--- config.mk ---
export PLATFORM = sky130hd
export DESIGN_NAME = led_pattern_engine
export DESIGN_NICKNAME = d
export VERILOG_FILES = /design/src/rtl/led_pattern_pkg.sv /design/src/rtl/led_step_prescaler.sv /design/src/rtl/led_pattern_engine.sv
export SDC_FILE = /design/constraint.sdc
export NUM_CORES = 1
export LEC_CHECK = 0
export ABC_AREA = 1
export CAP_MARGIN = 40
export CORE_MARGIN = 2
export CORE_UTILIZATION = 50
export DETAILED_ROUTE_END_ITERATION = 7
export PLACE_DENSITY = 0.69
export SKIP_CTS_REPAIR_TIMING = 1
export SLEW_MARGIN = 20
export SYNTH_ARGS = -nofsm -noshare
export SYNTH_HDL_FRONTEND = slang
export SYNTH_SLANG_ARGS = --single-unit
--- constraint.sdc ---
create_clock -name clk -period 3.21 [get_ports clk]
set_input_delay 0.4815 -clock clk [delete_from_list [all_inputs] [get_ports clk]]
set_output_delay 0.4815 -clock clk [all_outputs]
set_load 0.02 [all_outputs]
--- src/rtl/led_pattern_pkg.sv ---
// Purpose: shared constants for the LED pattern engine and its prescaler.
// Latency: n/a (package only).
// Backpressure: n/a (package only).
//
// Contents: pattern mode codes, bounce direction encoding and the PWM
// period used by the optional dimming stage (LED_PATTERN_PWM_DIM_EN).

package led_pattern_pkg;

    // Pattern codes carried on the 3-bit mode input. Codes 6 and 7 are
    // reserved and decode exactly like MODE_OFF.
    localparam logic [2:0] MODE_OFF    = 3'd0;
    localparam logic [2:0] MODE_CHASE  = 3'd1;
    localparam logic [2:0] MODE_BOUNCE = 3'd2;
    localparam logic [2:0] MODE_BLINK  = 3'd3;
    localparam logic [2:0] MODE_COUNT  = 3'd4;
    localparam logic [2:0] MODE_FILL   = 3'd5;

    // Bounce travel direction.
    localparam logic DIR_UP   = 1'b0;
    localparam logic DIR_DOWN = 1'b1;

    // PWM counter runs 0..PWM_STEPS-1, so brightness 15 means always on.
    localparam int PWM_STEPS = 15;

endpackage : led_pattern_pkg

--- src/rtl/led_step_prescaler.sv ---
// Purpose: divides clk down to a one-cycle step tick every max(1, STEP_CYCLES >> speed) cycles.
// Latency: tick is combinational from the counter; it is high in the cycle the counter wraps.
// Backpressure: none; pause freezes the counter, restart clears it and suppresses the tick.
//
// Ports:
//   clk, rst_n  fabric clock, synchronous active-low reset
//   speed[1:0]  period shift: period = max(1, STEP_CYCLES >> speed)
//   pause       level, holds the counter and blocks the tick
//   restart     single-cycle clear (wins over pause and tick)
//   tick        one-cycle pulse on each step

module led_step_prescaler #(
    parameter int unsigned STEP_CYCLES = 16_666_667
) (
    input  logic       clk,
    input  logic       rst_n,
    input  logic [1:0] speed,
    input  logic       pause,
    input  logic       restart,
    output logic       tick
);

    localparam int unsigned CNT_W = (STEP_CYCLES > 1) ? $clog2(STEP_CYCLES) : 1;

    logic [CNT_W-1:0] cnt_q;
    logic [31:0]      period;
    logic [31:0]      last_cnt;

    // Period is recomputed every cycle so speed can change at any time.
    always_comb begin
        period = 32'(STEP_CYCLES) >> speed;
        if (period == 32'd0) begin
            period = 32'd1;
        end
        last_cnt = period - 32'd1;
    end

    // ">=" rather than "==": if speed is raised mid-count and the counter is
    // already past the new terminal value, step on the next cycle instead of
    // running all the way round the counter.
    assign tick = !restart && !pause && (32'(cnt_q) >= last_cnt);

    always_ff @(posedge clk) begin
        if (!rst_n) begin
            cnt_q <= '0;
        end else if (restart || tick) begin
            cnt_q <= '0;
        end else if (!pause) begin
            cnt_q <= cnt_q + CNT_W'(1);
        end
    end

endmodule : led_step_prescaler

--- src/rtl/led_pattern_engine.sv ---
// Purpose: drives NUM_LEDS board LEDs with one of six runtime-selectable step patterns.
// Latency: mode_load -> initial pattern on leds after 1 clk; step_tick and the new pattern appear together.
// Backpressure: none; pause freezes pattern and prescaler, mode_load overrides pause and a coincident step.
//
// Ports:
//   clk, rst_n        fabric clock, synchronous active-low reset
//   mode[2:0]         pattern code, sampled only while mode_load=1
//   mode_load         single-cycle pulse: latch mode, restart pattern and prescaler
//   pause             level, freezes the pattern and the prescaler
//   speed[1:0]        step period = max(1, STEP_CYCLES >> speed)
//   brightness[3:0]   only with LED_PATTERN_PWM_DIM_EN: 0 dark .. 15 always on
//   leds[NUM_LEDS]    registered pattern output
//   step_tick         registered one-cycle pulse on each pattern advance
//
// Optional feature macro: LED_PATTERN_PWM_DIM_EN (PWM dimming of the leds output).

module led_pattern_engine #(
    parameter int          NUM_LEDS    = 4,
    parameter int unsigned STEP_CYCLES = 16_666_667
) (
    input  logic                clk,
    input  logic                rst_n,
    input  logic [2:0]          mode,
    input  logic                mode_load,
    input  logic                pause,
    input  logic [1:0]          speed,
`ifdef LED_PATTERN_PWM_DIM_EN
    input  logic [3:0]          brightness,
`endif
    output logic [NUM_LEDS-1:0] leds,
    output logic                step_tick
);

    import led_pattern_pkg::*;

    localparam logic [NUM_LEDS-1:0] PAT_ONE = NUM_LEDS'(1);
    localparam logic [NUM_LEDS-1:0] PAT_ALL = '1;

    logic [2:0]          mode_q, mode_d;
    logic                dir_q, dir_d;
    logic [NUM_LEDS-1:0] pat_q, pat_d;
    logic [NUM_LEDS-1:0] pat_shl, pat_shr;
    logic                tick;

    // mode_load doubles as the prescaler restart so the first step of a new
    // pattern always comes one full period after the load.
    led_step_prescaler #(
        .STEP_CYCLES (STEP_CYCLES)
    ) u_prescaler (
        .clk     (clk),
        .rst_n   (rst_n),
        .speed   (speed),
        .pause   (pause),
        .restart (mode_load),
        .tick    (tick)
    );

    // Next-state for mode, bounce direction and pattern register.
    // The prescaler never ticks while paused or during a load, so pause needs
    // no explicit term here.
    always_comb begin
        mode_d  = mode_q;
        dir_d   = dir_q;
        pat_d   = pat_q;
        pat_shl = pat_q << 1;
        pat_shr = pat_q >> 1;

        if (mode_load) begin
            mode_d = mode;
            dir_d  = DIR_UP;
            case (mode)
                MODE_CHASE,
                MODE_BOUNCE,
                MODE_FILL:   pat_d = PAT_ONE;
                MODE_BLINK:  pat_d = PAT_ALL;
                MODE_OFF,
                MODE_COUNT:  pat_d = '0;
                default:     pat_d = '0;
            endcase
        end else if (tick) begin
            case (mode_q)
                MODE_CHASE: begin
                    pat_d = {pat_q[NUM_LEDS-2:0], pat_q[NUM_LEDS-1]};
                end
                MODE_BOUNCE: begin
                    // Direction flips on reaching an end so each endpoint is
                    // shown for exactly one step.
                    if (dir_q == DIR_UP) begin
                        pat_d = pat_shl;
                        if (pat_shl[NUM_LEDS-1]) begin
                            dir_d = DIR_DOWN;
                        end
                    end else begin
                        pat_d = pat_shr;
                        if (pat_shr[0]) begin
                            dir_d = DIR_UP;
                        end
                    end
                end
                MODE_BLINK: begin
                    pat_d = ~pat_q;
                end
                MODE_COUNT: begin
                    pat_d = pat_q + PAT_ONE;
                end
                MODE_FILL: begin
                    // Thermometer fill, then one all-dark step before restarting.
                    if (&pat_q) begin
                        pat_d = '0;
                    end else begin
                        pat_d = pat_shl | PAT_ONE;
                    end
                end
                default: begin
                    pat_d = '0;
                end
            endcase
        end
    end

    always_ff @(posedge clk) begin
        if (!rst_n) begin
            mode_q    <= MODE_OFF;
            dir_q     <= DIR_UP;
            pat_q     <= '0;
            step_tick <= 1'b0;
        end else begin
            mode_q    <= mode_d;
            dir_q     <= dir_d;
            pat_q     <= pat_d;
            step_tick <= tick;
        end
    end

`ifdef LED_PATTERN_PWM_DIM_EN
    // Free-running PWM, 15 slots per period. The mask is applied to the
    // next pattern value so leds stays registered without adding a cycle of
    // latency relative to step_tick.
    logic [3:0]          pwm_cnt;
    logic [NUM_LEDS-1:0] leds_q;
    logic                pwm_on;

    assign pwm_on = (pwm_cnt < brightness);

    always_ff @(posedge clk) begin
        if (!rst_n) begin
            pwm_cnt <= 4'd0;
            leds_q  <= '0;
        end else begin
            if (pwm_cnt == 4'(PWM_STEPS - 1)) begin
                pwm_cnt <= 4'd0;
            end else begin
                pwm_cnt <= pwm_cnt + 4'd1;
            end
            leds_q <= pat_d & {NUM_LEDS{pwm_on}};
        end
    end

    assign leds = leds_q;
`else
    assign leds = pat_q;
`endif

endmodule : led_pattern_engine
==> flow_summary_export.csv, run 1 <==
group,metric,value,unit
status,status,"completed",
worst_setup_path,endpoint_kind,"register",
placed_design,preCtsSetupSlack,-82.3,ps
yosys,synth_common_cells,"nand2_1, nor2_1, inv_1",
yosys,ys_seq_elements,33,
sta,rsz0062_at_grt,"no",
cts,cts_sinks,33,
yosys,async_reset_ff_frac,0,
yosys,synth_top_area_share,0.268,
yosys,synth_area_leaders,"dfxtp_1, ha_1, nand2_1, nor2_1, inv_1",
floorplan,rows,25,
drt,routedWlPerCell,11.6,µm
floorplan,die_w,74.2,µm
floorplan,die_h,74.2,µm
sta,hold_viol_final,0,
sta,timing.final.crit_share,0.911,
global_route,antenna_found_initial,0,
cts,cts_buffer_depth,2,
sta,fmax,342,MHz
worst_setup_path,critPathLaunchType,"input port",
sta,finalSetupViolCount,0,
drt,drc,0,
sta,maxSlewViolCount,0,
worst_setup_path,required,3370,ps
drt,antenna_left,0,
cts,clk_pin_slew,70,ps
cts,cts_buffers,5,
cts,htreeDepth,2,
placed_design,portBuffers,13,
sta,min_period,2920,ps
cells_and_area,diodes,0,
floorplan,io_pins,14,
yosys,syn-cell-area,0.00246,mm²
floorplan,start_util,0.521,
worst_setup_path,r2r_setup_slack,1200,ps
yosys,synthFlopType,"dfxtp_1",
global_route,grt.total_usage,0.213,
drt,met3_length,121,µm
yosys,netlist_instances,366,
sta,fin_ws,287,ps
yosys,synthesis.nets,406,
floorplan,core,0.00472,mm²
power_and_ir_drop,p_leak,1.27,nW
global_route,grt_pass1_vias,2133,
sta,holdWs,497,ps
placed_design,dp_hpwl,4160,µm
drt,drtPass1Iterations,4,
drt,routed.top_layer,"met4",
drt,first_iter_violations,97,
yosys,synth_largest_area_cell,"dfxtp_1",
cts,cts-root-buf,"clkbuf_8",
cells_and_area,nets,431,
floorplan,dieArea,0.00550,mm²
power_and_ir_drop,p_total,0.000868,W
sta,finClkSkew,6.02,ps
drt,dr_wl_met2,2510,µm
cells_and_area,final_layout_size_suffix_gt1_frac,0.0767,
cts,cts_tree,"built",
global_route,gr-total-overflow,0,
yosys,synth_cell_type_count,33,
global_route,grt_start_max_net_pins,16,
cells_and_area,area_growth,14.3,%
drt,vias,2287,
cts,clock_latency,280,ps
drt,wl_met1,2590,µm
global_route,grt_pass1_wl,9120,µm
placed_design,gp_congestion,0.819,
worst_setup_path,crit_fanout,9,
yosys,yosys_warnings,0,
worst_setup_path,crit_type,"in -> reg",
power_and_ir_drop,power_density,308,mW/mm²
yosys,synth_edf_count,0,
yosys,yosysMostFrequentCell,"nand2_1",
worst_hold_path,worstHoldPathType,"reg -> reg",
drt,wl,5310,µm
job,drv_cap,0,
yosys,syn_avg_cell_area,6.72,µm²
power_and_ir_drop,ir_worst_vdd,0.000247,V
worst_setup_path,worstPathArrival,3090,ps
drt,avgViaCountPerCell,4.99,
yosys,ys_seq_area_frac,0.268,
-- where the power goes --
group | internal, W | switching, W
Clock | 0.000170 | 0.000147
Sequential | 0.000416 | 0.0000106
Combinational | 0.0000521 | 0.0000720
-- area by class of cell --
type | count | area (µm²)
fill | 461 | 1910
multi-input combinational | 281 | 1600
sequential | 33 | 661
timing repair buffer | 22 | 201
inverter | 48 | 180
clock buffer | 7 | 86.3
tap | 67 | 83.8
-- per-stage QoR --
step / utilization / setup TNS (ps) / area (µm²) / std cells
2_1_floorplan: - / 0 / 2460 / 366
3_5_place_dp: 0.575 / -1330 / 2720 / 451
4_1_cts: 0.594 / 0 / 2800 / 458
6_report: 0.595 / 0 / 2810 / 458
5_1_grt: 0.595 / 0 / 2810 / 458
3_3_place_gp: 0.575 / 0 / 2720 / 451
-- cell families after synthesis --
family	after synthesis	synth area share
AND/OR/NAND/NOR	192	0.343
AO/OA/AOI/OAI	40	0.0874
XOR/XNOR	16	0.0569
adder cells (fa/ha/maj)	31	0.158
flip-flops	33	0.268
buffers and inverters	52	0.0834
other	2	0.00305
-- cells in the final DEF (no fill, tap or decap) --
cell type and count:
a211oi_1 1, a21o_1 1, a21oi_1 25, buf_4 8, buf_6 1, clkbuf_1 1
clkbuf_8 6, clkdlybuf4s50_1 13, clkinv_1 1, conb_1 2, dfxtp_1 33, ha_1 31
inv_1 45, inv_2 2, nand2_1 88, nand2_2 3, nand3_1 21, nand3_2 1
nand4_1 10, nor2_1 49, nor2_2 4, nor2_4 2, nor3_1 6, nor3_4 1
nor3b_1 1, nor4_1 2, o2111ai_1 1, o21a_1 1, o21ai_0 9, o22ai_1 1
o31ai_1 1, or2_0 2, or2_2 2, xnor2_1 2, xor2_1 14
-- critical path, stage by stage --
cell             delay (ps)
clkdlybuf4s50_1         470
inv_1                    70
ha_1                    220
nor2_2                  180
nand2_1                  90
nor2_1                  110
o21ai_0                  90
ha_1                    280
nand2_1                  60
nor2_1                  140
nand4_1                  90
nor2_1                  110
nand2_1                  60
nand2_1                  60
inv_1                    30
nand2_1                  70
nand2_1                 100
nand2_1                 120
buf_4                   170
nor3_1                   60
-- state kept, by name, summed over array words and instances, names as in the netlist --
| register | count |
|---|---|
| dir_q | 1 |
| leds | 4 |
| mode_q | 3 |
| step_tick | 1 |
| u_prescaler.cnt_q | 24 |
-- final timing paths --
kind                                 startpoint                                  to  depth (start not counted)
max                                    speed[0]   u_prescaler.cnt_q[2]$_SDFFE_PP0N_                         20
min          u_prescaler.cnt_q[20]$_SDFFE_PP0N_  u_prescaler.cnt_q[20]$_SDFFE_PP0N_                          2
max reg2reg   u_prescaler.cnt_q[9]$_SDFFE_PP0N_   u_prescaler.cnt_q[2]$_SDFFE_PP0N_                         13
min reg2reg  u_prescaler.cnt_q[20]$_SDFFE_PP0N_  u_prescaler.cnt_q[20]$_SDFFE_PP0N_                          2
-- routing by layer --
layer / track usage / vias up
met2: 0.371 / 35
met5: 0 / -
met4: 0.0808 / 0
met3: 0.0434 / 9
met1: 0.259 / 1012
li1: - / 1231
Note: power is estimated with default switching activity, not from simulation.
==> run 2, diff against run 1 <==
--- a/config.mk
+++ b/config.mk
@@ -7,9 +7,11 @@
 export LEC_CHECK = 0
 export ABC_AREA = 1
 export CAP_MARGIN = 40
+export CORE_ASPECT_RATIO = 0.5
 export CORE_MARGIN = 2
 export CORE_UTILIZATION = 50
 export DETAILED_ROUTE_END_ITERATION = 7
+export HOLD_SLACK_MARGIN = 0.03
 export PLACE_DENSITY = 0.69
 export SKIP_CTS_REPAIR_TIMING = 1
 export SLEW_MARGIN = 20
==> run 2 against run 1 <==
Net effect:
- register-to-register slack hardly changed
- sequential power hardly changed
- sequential share of layout area is 0.41 points lower
- clock-buffer cell count stayed put
- highest routed layer unchanged
==> flow_summary_export.csv, run 2 (synthesized netlist as in run 1, its figures left out) <==
group,metric,value,unit
status,status,"completed",
sta,finClkSkew,5.47,ps
floorplan,start_util,0.538,
sta,hold_viol_final,0,
cts,cts_buffers,5,
worst_setup_path,worstRegToRegCells,13,
cells_and_area,layout_commonest_cell,"nand2_1",
cells_and_area,final_layout_size_suffix_gt1_frac,0.0814,
cells_and_area,largest_reg_flops,24,
floorplan,die_w,103,µm
drt,avgViaCountPerCell,5.00,
cells_and_area,fillers,439,
placed_design,gp_congestion,0.913,
worst_setup_path,r2r-end,"u_prescaler.cnt_q[15]$_SDFFE_PP0N_",
drt,first_iter_violations,96,
global_route,grt_pass1_wl,8900,µm
placed_design,postPlaceCellArea,0.00274,mm²
cts,cts_sinks,33,
cts,clk_pin_slew,60,ps
cts,htreeDepth,2,
power_and_ir_drop,power_density,336,mW/mm²
global_route,grt.total_usage,0.213,
global_route,antenna_found_initial,0,
drt,drc,0,
worst_hold_path,whs_path_depth,2,
cells_and_area,area_growth,16.3,%
worst_setup_path,crit_path_start,"speed[0]",
global_route,gr-total-overflow,0,
sta,finalSetupViolCount,0,
global_route,grt_start_max_net_pins,25,
sta,fmax,342,MHz
job,drv_cap,0,
placed_design,dp_hpwl,4180,µm
worst_setup_path,endpoint_kind,"register",
worst_hold_path,hp-start,"u_prescaler.cnt_q[0]$_SDFFE_PP0N_",
floorplan,core,0.00457,mm²
cts,clock_latency,290,ps
power_and_ir_drop,p_leak,1.30,nW
cts,cts_buffer_depth,2,
floorplan,die_h,53.6,µm
floorplan,rows,17,
sta,maxSlewViolCount,0,
floorplan,dieArea,0.00553,mm²
drt,vias,2296,
worst_setup_path,required,3380,ps
worst_hold_path,worstHoldPathType,"reg -> reg",
cts,cts_tree,"built",
drt,wl,5430,µm
worst_setup_path,r2r_setup_slack,1190,ps
drt,antenna_left,0,
power_and_ir_drop,ir_worst_vdd,0.000233,V
placed_design,portBuffers,13,
cells_and_area,nets,432,
cells_and_area,diodes,0,
worst_setup_path,worstPathArrival,3100,ps
worst_setup_path,critPathLaunchType,"input port",
sta,timing.final.crit_share,0.912,
drt,routedWlPerCell,11.8,µm
worst_setup_path,crit_type,"in -> reg",
drt,drtPass1Iterations,4,
worst_setup_path,crit_fanout,24,
global_route,grt_pass1_vias,1944,
sta,rsz0062_at_grt,"no",
worst_setup_path,cp-endpoint,"u_prescaler.cnt_q[2]$_SDFFE_PP0N_",
cells_and_area,final_cell_mix,"nand2_1, nor2_1, inv_1",
cells_and_area,utilization,0.626,
sta,min_period,2930,ps
floorplan,io_pins,14,
worst_setup_path,r2r-start,"u_prescaler.cnt_q[9]$_SDFFE_PP0N_",
cells_and_area,regMostFlops,"u_prescaler.cnt_q",
cts,cts-root-buf,"clkbuf_8",
cells_and_area,design_area,0.00286,mm²
==> run 2: layout make-up <==
class | count | area [µm²] | area share
Timing Repair Buffer | 23 | 218 | 0.0760
Clock buffer | 7 | 86.3 | 0.0302
Clock inverter | 1 | 30.0 | 0.0105
Multi-Input combinational cell | 281 | 1610 | 0.561
Tap cell | 66 | 82.6 | 0.0288
Inverter | 48 | 180 | 0.0629
Sequential cell | 33 | 661 | 0.231
==> run 2: power by group <==
group          internal, W  switching [W]
Combinational    0.0000543      0.0000726
Clock             0.000253       0.000155
Sequential        0.000416      0.0000108
Total             0.000723       0.000238
==> run 2: worst min-delay path by stage <==
stage | to | slack (ps)
final | u_prescaler.cnt_q[0]$_SDFFE_PP0N_ | 500
after global routing | u_prescaler.cnt_q[0]$_SDFFE_PP0N_ | 550
after CTS | u_prescaler.cnt_q[0]$_SDFFE_PP0N_ | 510
after detailed placement | u_prescaler.cnt_q[0]$_SDFFE_PP0N_ | 500
after global placement | u_prescaler.cnt_q[0]$_SDFFE_PP0N_ | 490
after floorplan | u_prescaler.cnt_q[20]$_SDFFE_PP0N_ | 470
==> run 2: layer usage <==
metal / vias up / track usage / routed length (µm)
li1: 1224 / - / -
met4: 0 / 0.0724 / 42
met1: 1016 / 0.288 / 2810
met3: 6 / 0.0390 / 220
met2: 50 / 0.351 / 2350
met5: - / 0 / 0
==> run 2: per-stage QoR <==
| stage | total power, W | TNS (ps) | setup slack (ps) | std cells | hold WS (ps) |
|---|---|---|---|---|---|
| after global placement | 0.000557 | 0 | 14.5 | 451 | 488 |
| after global routing | 0.000999 | 0 | 7.69 | 459 | 546 |
| final | 0.000961 | 0 | 284 | 459 | 505 |
| after CTS | 0.000963 | 0 | 213 | 459 | 508 |
| after detailed placement | 0.000561 | -1530 | -82.6 | 451 | 497 |
| after floorplan | 0.000511 | 0 | 600 | 366 | 470 |
==> run 2: critical path, stage by stage <==
cell,delay (ps)
clkdlybuf4s50_1,480
inv_1,70
ha_1,240
nor2_4,140
nand2_1,80
nor2_1,110
o21ai_0,90
ha_1,270
nand2_1,60
nor2_1,140
nand4_1,90
nor2_1,140
nand2_1,60
nand2_1,60
inv_1,30
nand2_1,70
nand2_1,100
nand2_1,120
buf_12,170
nor3_1,50
